## src/rtl/prog_clkdiv_pkg.sv

```systemverilog
// Shared constants for the programmable clock divider.
package prog_clkdiv_pkg;

    localparam int CNT_W_DEF     = 15;     // half-period counter width
    localparam int HALF_INIT_DEF = 24999;  // 50 MHz -> 1 kHz half-period
    localparam int MAX_CHANNELS  = 8;
    localparam int LOAD_CH_W     = 3;      // width of the load channel index

    typedef logic [LOAD_CH_W-1:0] ch_idx_t;

endpackage

```

## src/rtl/prog_clock_divider_div_channel.sv

```systemverilog
// One divider channel: half-period counter, active/shadow half-period,
// pending flag, 50% duty output clock and rising-toggle tick.
module div_channel
    import prog_clkdiv_pkg::*;
#(
    parameter int CNT_W     = CNT_W_DEF,
    parameter int HALF_INIT = HALF_INIT_DEF
) (
    input  logic             clockin,
    input  logic             resetn,
    input  logic             enable,
    input  logic             wr_en,
    input  logic [CNT_W-1:0] wr_half,
    output logic             clkout,
    output logic             tick,
    output logic             pending
);

    localparam logic [CNT_W-1:0] HALF_RST = CNT_W'(HALF_INIT);

    logic [CNT_W-1:0] count;
    logic [CNT_W-1:0] half_act;
    logic [CNT_W-1:0] half_shd;
    logic             tc;

    // Terminal count compares against the active half-period. The counter
    // never passes half_act, so the full 2^CNT_W-1 range cannot wrap early.
    assign tc = (count == half_act);

    // Counter, output clock, tick and half-period update logic.
    always_ff @(posedge clockin or negedge resetn) begin
        if (!resetn) begin
            count    <= '0;
            clkout   <= 1'b0;
            tick     <= 1'b0;
            pending  <= 1'b0;
            half_act <= HALF_RST;
            half_shd <= HALF_RST;
        end else if (!enable) begin
            // Idle: nothing is in flight, so new values take effect at once.
            count   <= '0;
            clkout  <= 1'b0;
            tick    <= 1'b0;
            pending <= 1'b0;
            if (wr_en) begin
                half_act <= wr_half;
            end else if (pending) begin
                half_act <= half_shd;
            end
        end else begin
            if (tc) begin
                count  <= '0;
                clkout <= ~clkout;
                tick   <= ~clkout;
                // Swap only at a half-period boundary so no half is distorted.
                if (pending) begin
                    half_act <= half_shd;
                    pending  <= 1'b0;
                end
            end else begin
                count <= count + 1'b1;
                tick  <= 1'b0;
            end
            // A load landing on a terminal count waits for the next one.
            if (wr_en) begin
                half_shd <= wr_half;
                pending  <= 1'b1;
            end
        end
    end

endmodule

```

## src/rtl/prog_clock_divider.sv

```systemverilog
// Multi-channel programmable clock divider: load decode, load_ready muxing
// and one div_channel per channel.
module prog_clock_divider
    import prog_clkdiv_pkg::*;
#(
    parameter int CHANNELS  = 2,
    parameter int CNT_W     = CNT_W_DEF,
    parameter int HALF_INIT = HALF_INIT_DEF
) (
    input  logic                 clockin,
    input  logic                 resetn,
    input  logic [CHANNELS-1:0]  enable,
    input  logic                 load_valid,
    input  logic [LOAD_CH_W-1:0] load_ch,
    input  logic [CNT_W-1:0]     load_half,
    output logic                 load_ready,
    output logic [CHANNELS-1:0]  clkout,
    output logic [CHANNELS-1:0]  tick
);

    localparam logic [LOAD_CH_W:0] CH_LIM = (LOAD_CH_W+1)'(CHANNELS);

    logic                    ch_valid;
    logic                    load_acc;
    logic [CHANNELS-1:0]     pending;
    logic [CHANNELS-1:0]     wr_en;
    logic [MAX_CHANNELS-1:0] pend_pad;

    assign ch_valid = ({1'b0, load_ch} < CH_LIM);

    // Widen the pending flags so any 3-bit index is in range.
    always_comb begin
        pend_pad                 = '0;
        pend_pad[CHANNELS-1:0]   = pending;
    end

    // Out-of-range loads are always accepted and then dropped.
    assign load_ready = !ch_valid || !pend_pad[load_ch];
    assign load_acc   = load_valid && load_ready && ch_valid;

    for (genvar i = 0; i < CHANNELS; i++) begin : g_ch
        assign wr_en[i] = load_acc && (load_ch == LOAD_CH_W'(i));

        div_channel #(
            .CNT_W     (CNT_W),
            .HALF_INIT (HALF_INIT)
        ) u_div (
            .clockin (clockin),
            .resetn  (resetn),
            .enable  (enable[i]),
            .wr_en   (wr_en[i]),
            .wr_half (load_half),
            .clkout  (clkout[i]),
            .tick    (tick[i]),
            .pending (pending[i])
        );
    end

endmodule

```

## config.mk

```make
export PLATFORM = sky130hd
export DESIGN_NAME = prog_clock_divider
export DESIGN_NICKNAME = d
export VERILOG_FILES = /design/src/rtl/prog_clkdiv_pkg.sv /design/src/rtl/prog_clock_divider_div_channel.sv /design/src/rtl/prog_clock_divider.sv
export SDC_FILE = /design/constraint.sdc
export NUM_CORES = 1
export LEC_CHECK = 0
export BUFFER_PORTS_ARGS = -buffer_cell sky130_fd_sc_hd__buf_4
export CORE_MARGIN = 1.5
export CORE_UTILIZATION = 63
export CTS_BUF_LIST = sky130_fd_sc_hd__clkbuf_4 sky130_fd_sc_hd__clkbuf_8
export DETAILED_ROUTE_END_ITERATION = 8
export PLACE_DENSITY = 0.91
export SLEW_MARGIN = 40
export SYNTH_ARGS = -nofsm -noshare
export SYNTH_HDL_FRONTEND = slang
export SYNTH_SLANG_ARGS = --single-unit
export TNS_END_PERCENT = 30
```

## constraint.sdc

```tcl
create_clock -name clockin -period 2.1 [get_ports clockin]
set_input_delay 0.42 -clock clockin [delete_from_list [all_inputs] [get_ports clockin]]
set_output_delay 0.42 -clock clockin [all_outputs]
set_load 0.02 [all_outputs]
```

* Yosys cells after proc, flatten, opt, wreduce, memory -nomap -nowiden *
Cells that the tools add are included.

word-level totals
  bits of input ports = 23
  flip-flop bits (word level) = 96
  output and inout port bits = 5
  logic and storage cells = 63

cells by class
  multiplexer cells = 28
  reductions and logical operators = 10
  add/sub/neg operators = 2
  magnitude comparators = 2
  eq/ne operators = 7
  bitwise gates (word level) = 2

operator list
  operator                 number
  $mux W15                 12
  $add A15 B1 Y15 const B  2
  $eq A15 B15 Y1           2
  $mux W1                  15
  $ne A3 B1 Y1 const B     2
  $logic_and A1 B1 Y1      4
  $lt A3 B4 Y1 const B     1
  $ne A2 B1 Y1 const B     2
  $reduce_and A2 Y1        2
  $bmux W1 S3              1
  $eq A3 B1 Y1 const B     1
  $logic_not A3 Y1         1
  $lt A3 B2 Y1 const B     1
  $logic_not A1 Y1         2
  $not A1 Y1               2
  $logic_or A1 B1 Y1       1

* Depth between registers and ports, before layout *
Gate-level depths: netlist of the first run.

  depth after elaboration = 9
  mapped depth = 7

* Cells and area by module *
From an unflattened synthesis of the first run, not the netlist that was laid out.

unflattened totals
  cell total of the unflattened synthesis = 428
  area, all modules = 5057.4 um^2

by module, submodules not included
  module              area an instance (um^2)  instances  cells each
  div_channel         2508.7                   2          211
  prog_clock_divider  40.0                     1          6

* Worst setup path before layout of the first run *
OpenSTA, ideal clock, no wires.

  path type = reg2reg
  start = register g_ch[0].u_div.half_act[1]
  end = register g_ch[0].u_div.half_act[5]
  period minus slack after synthesis = 1.692 ns
  arrival = 1.617 ns
  library setup time = 0.075 ns
  data required time = 2.025 ns
  path slack = 0.408 ns
  stages on the path, launching flop included = 7
  cells stage by stage = dfstp_2 > xor2_1 > nor4_2 > nand4_2 > a21oi_4 > buf_6 > a2bb2oi_1

between the ends
  longest elaborated chain between the ends = 2

ends and longest elaborated chain
  element                        line                                  text
  start, declared                prog_clock_divider_div_channel.sv:22  logic [CNT_W-1:0] half_act;
  start signal, assigned         prog_clock_divider_div_channel.sv:46  half_act <= wr_half;
  start signal, assigned         prog_clock_divider_div_channel.sv:48  half_act <= half_shd;
  start signal, assigned         prog_clock_divider_div_channel.sv:57  half_act <= half_shd;
  $eq A15 B15 Y1                 prog_clock_divider_div_channel.sv:28  assign tc = (count == half_act);
  $ne A2 B1 Y1 (no source line)  --

Every way passes these cells.
A chain may end at the register's enable or synchronous reset.

* Worst setup path in the final report of the first run *
  start = register g_ch[0].u_div.half_act[8]
  end = register g_ch[0].u_div.half_act[11]

The elaborated chain is that of the path after synthesis.

==> results of run 1 <==
-- cells in the final DEF (no fill, tap or decap), types with 2 or more instances in the layout --
master,instances
o221ai_1,15
nand2b_1,15
nor3b_1,2
nand2_1,11
o21ai_0,3
nor2_1,32
dfstp_2,32
and4_1,2
xnor2_1,13
mux2_2,30
and2_1,2
inv_1,19
nor4_2,3
nor4_1,3
a2bb2oi_1,13
clkbuf_8,11
ha_1,2
nand4_1,5
nand3_1,13
clkinv_4,2
or3_1,3
o22ai_1,15
mux2i_1,16
nor4b_1,2
buf_4,39
xor2_1,44
dfrtp_1,64
and3_1,6
nor3_1,3
and3_2,2
-- layer usage --
layer  share of wire [%]  track usage (%)
met1                  44             37.4
met2                  49             41.8
met3                 4.9             5.72
met4                 2.2             9.23
met5                   0                0
-- flip-flops by register name, indices dropped and copies added, names as in the netlist --
register,cells
g_ch.u_div.clkout,2
g_ch.u_div.count,30
g_ch.u_div.half_act,30
g_ch.u_div.half_shd,30
g_ch.u_div.pending,2
g_ch.u_div.tick,2
-- cell families (layout without fill, tap and decap cells) --
| group | Yosys count | after routing | share of synthesized area (%) |
|---|---|---|---|
| and+or+nand+nor | 107 | 107 | 12.6 |
| muxes | 46 | 46 | 10.7 |
| xor gates and xnor gates | 57 | 57 | 10.7 |
| buffers and inverters | 42 | 77 | 4.36 |
| AOI/OAI and AO/OA | 52 | 52 | 8.91 |
| adders and majority gates | 2 | 2 | 0.535 |
| DFF | 96 | 96 | 52.2 |
-- final cells by class --
| type | count | area [sq um] | area share, % |
|---|---|---|---|
| tap | 99 | 124 | 2.38 |
| inverter | 20 | 75.1 | 1.44 |
| sequential | 96 | 2440 | 46.9 |
| clock buffer | 11 | 151 | 2.91 |
| timing repair buffer | 41 | 324 | 6.22 |
| clock inverter | 5 | 63.8 | 1.22 |
| multi-input combinational | 264 | 2030 | 39.0 |
-- path summary, 6_finish.rpt --
| path | end | cells after the start |
|---|---|---|
| setup / recovery | g_ch[0].u_div.half_act[11]$_DFFE_PN0P_ | 6 |
| hold / removal | g_ch[1].u_div.count[13]$_DFF_PN0_ | 1 |
| setup reg to reg | g_ch[0].u_div.half_act[11]$_DFFE_PN0P_ | 6 |
| hold reg to reg | g_ch[1].u_div.half_act[7]$_DFFE_PN1P_ | 2 |
| max in group asynchronous | g_ch[0].u_div.half_shd[0]$_DFFE_PN1P_ | 2 |
| min in group clockin | g_ch[0].u_div.half_shd[3]$_DFFE_PN0P_ | 2 |
-- report_power, final --
group          internal, mW  switching (mW)  leakage [nW]  total [mW]
combinational         0.541           0.455          1.05       0.996
clock                 0.624           0.659         0.106        1.28
sequential             2.40           0.343          1.17        2.74
total                  3.56            1.46          2.33        5.02
-- what timing repair did --
item                                   4_1_cts  5_1_grt
setup endpoints to repair                    0        4
gates resized for setup                      0        1
setup buffers                                0        0
endpoints found under the hold margin        0        0
-- critical path, delay by kind of cell, from the launching register on --
kind / cells / cell delay, ns
buffers and inverters: 1 / 0.24
AOI/OAI and AO/OA: 1 / 0.09
DFF: 1 / 0.56
xor gates and xnor gates: 1 / 0.08
and+or+nand+nor: 3 / 0.91
==> impl_metrics.py, run 1 <==
metrics = {
    "cells_and_area": {
        "fin_util_pct": 72.2,
        "design_area_sq_mm": 0.00521,
        "diodes": 0,
        "drive_above_1_share_pct": 29.7,
        "syn_to_final_growth_pct": 11.4,
        "nNetsFinal": 457,
        "fill_cells": 462,
        "finish.cell_count_without_fillers": 536,
    },
    "worst_setup_path": {
        "required_ns": 2.35,
        "path_cells": "xor2_1, nor4_2, nand4_2, nand2_1, buf_4, a2bb2oi_1",
        "path_max_fanout": 10,
        "critPathCaptureType": "flop",
        "critPathLaunchType": "flop",
        "rrSetupSlack_ns": 0.10,
        "crit_type": "reg -> reg",
        "startpoint": "g_ch[0].u_div.half_act[8]$_DFFE_PN1P_",
        "cp.arrival_ns": 2.25,
        "crit_path_top_delay_cell": "dfstp_2",
        "slowest_delay_ns": 0.56,
        "crit-reg2reg-launch": "g_ch[0].u_div.half_act[8]$_DFFE_PN1P_",
    },
    "placed_design": {
        "port_buffers": 27,
        "dp_hpwl_um": 6680,
        "placed_cell_area_sq_mm": 0.00499,
        "dpl.cell_count": 520,
        "gp_congestion": 0.774,
        "place_ws_ns": 0.103,
    },
    "logic_synthesis": {
        "synthesis.nets": 427,
        "yosysMostFrequentCell": "dfrtp_1",
        "async_reset_ff_share_pct": 100,
        "synth_commonest_cells": "dfrtp_1, xor2_1, dfstp_2, nor2_1, mux2_2",
        "yosysSeqAreaShare_pct": 52.2,
        "syn_area_per_cell_sq_um": 11.6,
        "synth_top_area_share_pct": 34.3,
        "synthTopCellsByArea": "dfrtp_1, dfstp_2, xor2_1",
        "ys_ff_latch": 96,
        "synth_top_area_cell": "dfrtp_1",
        "netlist_area_sq_mm": 0.00468,
        "synth_cell_types": 41,
        "synthCells": 402,
        "synth-edff-count": 0,
        "synth_ff_type": "dfrtp_1",
        "synth_warnings": 0,
    },
    "timing": {
        "period_share_pct": 95.1,
        "fin_setup_tns_ns": 0,
        "rsz0062_at_grt": "true",
        "whs_ns": 0.0321,
        "layout_min_cycle_time_ns": 2.00,
        "finalMaxSlewViolations": 0,
        "tightestPinTransition_ns": 0.565,
        "hold_viol_final": 0,
        "finClkSkew_ns": 0.0116,
        "setup_slack_ns": 0.102,
        "setup_viol": 0,
        "slew-limit-headroom_pct": 62.3,
        "fmax_ghz": 0.501,
    },
    "clocking": {
        "numCtsBuffers": 9,
        "clk_pin_slew_worst_paths_ns": 0.10,
        "h-tree-depth": 3,
        "cts.path.max_buffers": 2,
        "clock_sinks": 96,
        "cts_root_buffer": "clkbuf_8",
        "cts_hold_buf": 0,
        "cts_tree": "done",
        "worstSkewPairLatency_ns": 0.37,
    },
    "floorplanning": {
        "dieHeight_um": 89.2,
        "core_sq_mm": 0.00721,
        "initial_utilization_pct": 64.8,
        "fp.dieW_um": 89.2,
        "num_io_pins": 28,
        "die-area_sq_mm": 0.00795,
        "rows": 31,
    },
    "global_route": {
        "overflow": 0,
        "grt_use_total_pct": 26.8,
        "grt_first_pass_wirelength_um": 15900,
        "grt_max_degree": 44,
        "grt_pass1_vias": 3273,
        "antenna_found_initial": 0,
    },
    "power": {
        "p_total_mw": 5.02,
        "ir_drop_uv": 495,
        "pwr_density_cell_mw_per_mm2": 963,
        "p_leak_nw": 2.33,
    },
    "min_path": {
        "hp-class": "in -> async",
    },
    "run": {
        "cap_violations": 0,
    },
    "drt": {
        "firstDrtPassIters": 4,
        "wire_per_inst_um": 18.1,
        "via_per_inst": 5.98,
        "wirelength_um": 9720,
        "postRouteAntennaNets": 0,
        "vias": 3205,
        "drt_iter0_markers": 188,
        "drc": 0,
    },
    "outcome": {
        "status": "complete, no violations",
    },
}
(Power assumes the default switching activity.)
==> run 2: changes to the inputs <==
REMOVE_ABC_BUFFERS = 1   (was unset)
==> impl_metrics.py, run 2 (synthesis results as in run 1) <==
metrics = {
    "outcome": {
        "status": "complete, no violations",
    },
    "drt": {
        "drt_iter0_markers": 236,
        "wirelength_um": 9710,
        "drc": 0,
        "firstDrtPassIters": 4,
        "postRouteAntennaNets": 0,
        "vias": 3236,
        "wire_per_inst_um": 18.2,
        "via_per_inst": 6.07,
    },
    "worst_setup_path": {
        "r2r-end": "g_ch[0].u_div.count[6]$_DFF_PN0_",
        "path_max_fanout": 14,
        "crit_type": "reg -> reg",
        "critPathLaunchType": "flop",
        "r2r_cells": 6,
        "required_ns": 2.36,
        "cp.arrival_ns": 2.26,
        "crit-reg2reg-launch": "g_ch[0].u_div.half_act[1]$_DFFE_PN1P_",
        "critPathCaptureType": "flop",
        "rrSetupSlack_ns": 0.09,
    },
    "clocking": {
        "h-tree-depth": 3,
        "cts_setup_buffers": 0,
        "clock_sinks": 96,
        "cts_root_buffer": "clkbuf_8",
        "numCtsBuffers": 9,
        "clk_pin_slew_worst_paths_ns": 0.09,
        "worstSkewPairLatency_ns": 0.37,
        "cts.path.max_buffers": 2,
        "cts_tree": "done",
    },
    "placed_design": {
        "dpl.cell_count": 516,
        "gp_congestion": 0.865,
        "port_buffers": 27,
        "dp_hpwl_um": 6870,
    },
    "timing": {
        "fmax_ghz": 0.498,
        "setup_viol": 0,
        "layout_min_cycle_time_ns": 2.01,
        "slew-limit-headroom_pct": 62.3,
        "rsz0062_at_grt": "true",
        "finalMaxSlewViolations": 0,
        "finClkSkew_ns": 0.0102,
        "tightestPinTransition_ns": 0.565,
        "hold_viol_final": 0,
        "period_share_pct": 95.5,
    },
    "power": {
        "p_sw_mw": 1.42,
        "swShare_pct": 28.5,
        "combPwrFrac_pct": 20.0,
        "p_total_mw": 4.99,
        "power.share.clock_pct": 25.4,
        "p_leak_nw": 2.31,
        "pwr_density_cell_mw_per_mm2": 960,
        "seqPwrFrac_pct": 54.6,
        "ir_drop_uv": 474,
        "internal_power_mw": 3.57,
    },
    "floorplanning": {
        "num_io_pins": 28,
        "core_sq_mm": 0.00721,
        "dieHeight_um": 89.2,
        "die-area_sq_mm": 0.00795,
        "initial_utilization_pct": 64.8,
        "fp.dieW_um": 89.2,
        "rows": 31,
    },
    "min_path": {
        "hp-class": "in -> reg",
        "min-delay-start": "load_half[13]",
        "worstHoldEndpoint": "g_ch[0].u_div.half_shd[13]$_DFFE_PN1P_",
        "whs_path_depth": 2,
    },
    "global_route": {
        "overflow": 0,
        "grt_max_degree": 55,
        "antenna_found_initial": 0,
        "grt_pass1_vias": 3258,
        "grt_first_pass_wirelength_um": 16000,
        "grt_use_total_pct": 27.0,
    },
    "cells_and_area": {
        "nNetsFinal": 454,
        "syn_to_final_growth_pct": 11.2,
        "diodes": 0,
        "fill_cells": 479,
        "top_regs": "g_ch.u_div.count: 30 flops, g_ch.u_div.half_act: 30 flops, g_ch.u_div.half_shd: 30 flops",
        "drive_above_1_share_pct": 29.3,
        "final_common_cell": "dfrtp_1",
        "finish.cell_count_without_fillers": 533,
        "layout_common_cells": "dfrtp_1, xor2_1, buf_4, nor2_1, dfstp_2",
    },
    "run": {
        "cap_violations": 0,
    },
}
[run 2: stage by stage]
step | hold slack (ns) | setup WS [ns] | area (sq um) | utilization (%) | setup TNS (ns)
2_1_floorplan | 0.124 | -0.183 | 4550 | - | -4.38
3_3_place_gp | 0.308 | 0.0713 | 4970 | 68.9 | 0
3_5_place_dp | 0.312 | -0.0523 | 4970 | 68.9 | -0.0523
4_1_cts | 0.325 | 0.0716 | 5190 | 72.0 | 0
5_1_grt | 0.322 | -0.0297 | 5200 | 72.1 | -0.154
6_report | 0.321 | 0.0937 | 5200 | 72.1 | 0
[run 2: area by class of cell]
cell class / count / area (sq um) / area share (%)
sequential: 96 / 2440 / 47.0
multi-input combinational: 264 / 2040 / 39.1
timing repair buffer: 38 / 313 / 6.01
tap: 99 / 124 / 2.38
clock inverter: 4 / 52.6 / 1.01
inverter: 20 / 75.1 / 1.44
clock buffer: 12 / 159 / 3.06
[run 2: power by group through the flow]
stage          logic [mW]  clock network (mW)  registers, mW
4_1_cts             0.991                1.27           2.72
5_1_grt              1.11                1.34           2.77
2_1_floorplan       0.729                   0           2.65
3_5_place_dp        0.980                   0           2.75
3_3_place_gp        0.902                   0           2.72
6_report            0.996                1.27           2.73
[run 2: worst max-delay path, cell delays in order, from the launching register on]
cell	delay (ns)
dfstp_2	0.55
xor2_1	0.07
nor4_2	0.35
nand4_2	0.25
nand2_1	0.33
buf_4	0.27
nor2_1	0.07
[run 2: metal layers]
layer / share of wire [%] / global-route usage (%)
met3: 4.1 / 5.91
met4: 2.4 / 11.3
met5: 0 / 0
met1: 43 / 35.1
met2: 50 / 44.1
[run 2: how the worst max path moves through the flow]
stage	start	end	slack [ns]	cells after the start
detailed placement	load_ch[1]	g_ch[0].u_div.half_act[13]$_DFFE_PN1P_	-0.05	6
finish	g_ch[0].u_div.half_act[1]$_DFFE_PN1P_	g_ch[0].u_div.count[6]$_DFF_PN0_	0.09	6
floorplan	g_ch[1].u_div.half_act[8]$_DFFE_PN1P_	g_ch[1].u_div.half_act[0]$_DFFE_PN1P_	-0.18	5
CTS	g_ch[0].u_div.half_act[1]$_DFFE_PN1P_	g_ch[0].u_div.half_act[8]$_DFFE_PN1P_	0.07	5
global placement	load_ch[1]	g_ch[0].u_div.half_act[13]$_DFFE_PN1P_	0.07	6
global route	g_ch[0].u_div.count[1]$_DFF_PN0_	g_ch[0].u_div.half_act[14]$_DFFE_PN1P_	-0.03	5
[run 2: what timing repair did]
| action | 4_1_cts | 5_1_grt |
|---|---|---|
| gates resized for setup | 0 | 1 |
| setup endpoints to repair | 0 | 32 |
| hold buffers | 1 | 0 |
| hold endpoints to repair | 15 | 0 |
==> run 3: changes to the inputs <==
PLACE_DENSITY = 0.82   (was 0.91)
==> impl_metrics.py, run 3 (synthesis results as in run 1) <==
metrics = {
    "outcome": {
        "status": "complete, no violations",
    },
    "worst_setup_path": {
        "slowest_delay_ns": 0.47,
        "critPathCaptureType": "flop",
        "path_cells": "xor2_1, nor4_2, nand4_2, a21oi_4, a2bb2oi_1",
        "crit_buf_inv": 0,
        "r2r_cells": 5,
        "critPathLaunchType": "flop",
        "crit-reg2reg-launch": "g_ch[0].u_div.half_act[10]$_DFFE_PN0P_",
        "rrSetupSlack_ns": 0.12,
        "critPathTopFamily": "compound AO/OA/AOI/OAI gates",
        "crit_type": "reg -> reg",
        "startpoint": "g_ch[0].u_div.half_act[10]$_DFFE_PN0P_",
        "required_ns": 2.37,
        "path_max_fanout": 15,
        "endpoint": "g_ch[0].u_div.half_act[4]$_DFFE_PN0P_",
        "crit_path_top_delay_cell": "a21oi_4",
        "cp.arrival_ns": 2.25,
        "r2r-end": "g_ch[0].u_div.half_act[4]$_DFFE_PN0P_",
        "worstSetupPathDepth": 5,
    },
    "floorplanning": {
        "num_io_pins": 28,
        "dieHeight_um": 89.2,
        "core_sq_mm": 0.00721,
        "initial_utilization_pct": 64.8,
        "die-area_sq_mm": 0.00795,
        "rows": 31,
        "fp.dieW_um": 89.2,
    },
    "placed_design": {
        "place_ws_ns": 0.148,
        "port_buffers": 27,
        "gp_congestion": 0.829,
        "dp_hpwl_um": 6230,
    },
    "power": {
        "p_leak_nw": 2.33,
        "ir_drop_uv": 717,
        "p_total_mw": 5.06,
        "pwr_density_cell_mw_per_mm2": 970,
    },
    "timing": {
        "rsz0062_at_grt": "false",
        "fmax_ghz": 0.506,
        "setup_viol": 0,
        "setup_slack_ns": 0.123,
        "finClkSkew_ns": 0.0145,
        "whs_ns": 0.327,
        "layout_min_cycle_time_ns": 1.98,
        "period_share_pct": 94.2,
        "hold_viol_final": 0,
        "finalMaxSlewViolations": 0,
        "slew-limit-headroom_pct": 61.4,
        "tightestPinTransition_ns": 0.580,
    },
    "cells_and_area": {
        "syn_to_final_growth_pct": 11.5,
        "nNetsFinal": 454,
        "top_regs": "g_ch.u_div.count: 30 flops, g_ch.u_div.half_act: 30 flops, g_ch.u_div.half_shd: 30 flops",
        "drive_above_1_share_pct": 29.0,
        "diodes": 0,
        "final_common_cell": "dfrtp_1",
        "layout_common_cells": "dfrtp_1, xor2_1, buf_4, nor2_1, dfstp_2",
    },
    "drt": {
        "drt_iter0_markers": 207,
        "wirelength_um": 8990,
        "vias": 3115,
        "wire_per_inst_um": 16.9,
        "postRouteAntennaNets": 0,
        "drc": 0,
        "via_per_inst": 5.84,
        "firstDrtPassIters": 4,
    },
    "clocking": {
        "cts_tree": "done",
        "worstSkewPairLatency_ns": 0.36,
        "cts_setup_buffers": 0,
        "cts.path.max_buffers": 2,
        "h-tree-depth": 3,
        "cts_root_buffer": "clkbuf_8",
        "numCtsBuffers": 9,
        "clock_sinks": 96,
        "clk_pin_slew_worst_paths_ns": 0.10,
    },
    "global_route": {
        "grt_max_degree": 68,
        "grt_pass1_vias": 3026,
        "overflow": 0,
        "antenna_found_initial": 0,
        "grt_first_pass_wirelength_um": 14800,
        "grt_use_total_pct": 24.7,
    },
    "run": {
        "cap_violations": 0,
    },
    "min_path": {
        "hp-class": "in -> reg",
    },
}
==> run 3: cell types whose count changed in the layout (fill, tap and decap cells not counted) <==
cell / previous run / this run
bufinv_16: 1 / 2
clkbuf_4: 1 / 0
clkbuf_8: 11 / 10
clkinv_2: 0 / 1
clkinv_4: 0 / 2
clkinvlp_4: 3 / 0
inv_6: 0 / 1
nor4_1: 2 / 3
nor4_2: 4 / 3
==> run 3: per-stage QoR <==
step	util [%]	instance area, sq um	std cells	setup TNS (ns)
global placement	68.9	4970	516	0
finish	72.3	5210	533	0
detailed placement	68.9	4970	516	0
global route	72.3	5210	533	0
CTS	72.3	5210	533	0
floorplan	-	4550	380	-4.38
==> run 3: timing repair <==
| action | CTS | global route |
|---|---|---|
| hold buffers | 1 | 0 |
| resized for setup | 0 | 0 |
| hold endpoints to repair | 20 | 0 |
==> run 3: routing by layer <==
metal | GRT usage [%] | share of wire, %
met5 | 0 | 0
met2 | 39.0 | 48
met1 | 35.5 | 47
met3 | 3.42 | 4.1
met4 | 8.11 | 1.1
==> run 3: report_power, final <==
| part | internal [mW] | total (mW) | switching (mW) |
|---|---|---|---|
| sequential | 2.40 | 2.73 | 0.337 |
| combinational | 0.537 | 0.962 | 0.424 |
| clock | 0.710 | 1.36 | 0.653 |
==> run 3: area by class of cell <==
cell class                      count  area, sq um
Fill cell                         498         2000
Tap cell                           99          124
Sequential cell                    96         2440
Clock buffer                       10          138
Inverter                           20         75.1
Timing Repair Buffer               38          313
Multi-Input combinational cell    264         2030
Clock inverter                      6         91.3
==> run 3: worst min path at each step <==
stage / from / endpoint / slack [ns] / cells after the start
finish: load_half[12] / g_ch[1].u_div.half_shd[12]$_DFFE_PN0P_ / 0.33 / 2
global route: load_half[12] / g_ch[1].u_div.half_shd[12]$_DFFE_PN0P_ / 0.32 / 2
CTS: load_half[12] / g_ch[1].u_div.half_shd[12]$_DFFE_PN0P_ / 0.32 / 2
detailed placement: resetn / g_ch[1].u_div.count[4]$_DFF_PN0_ / 0.38 / 1
global placement: resetn / g_ch[1].u_div.count[4]$_DFF_PN0_ / 0.38 / 1
floorplan: resetn / g_ch[0].u_div.clkout$_DFFE_PN0P_ / 0.12 / 0
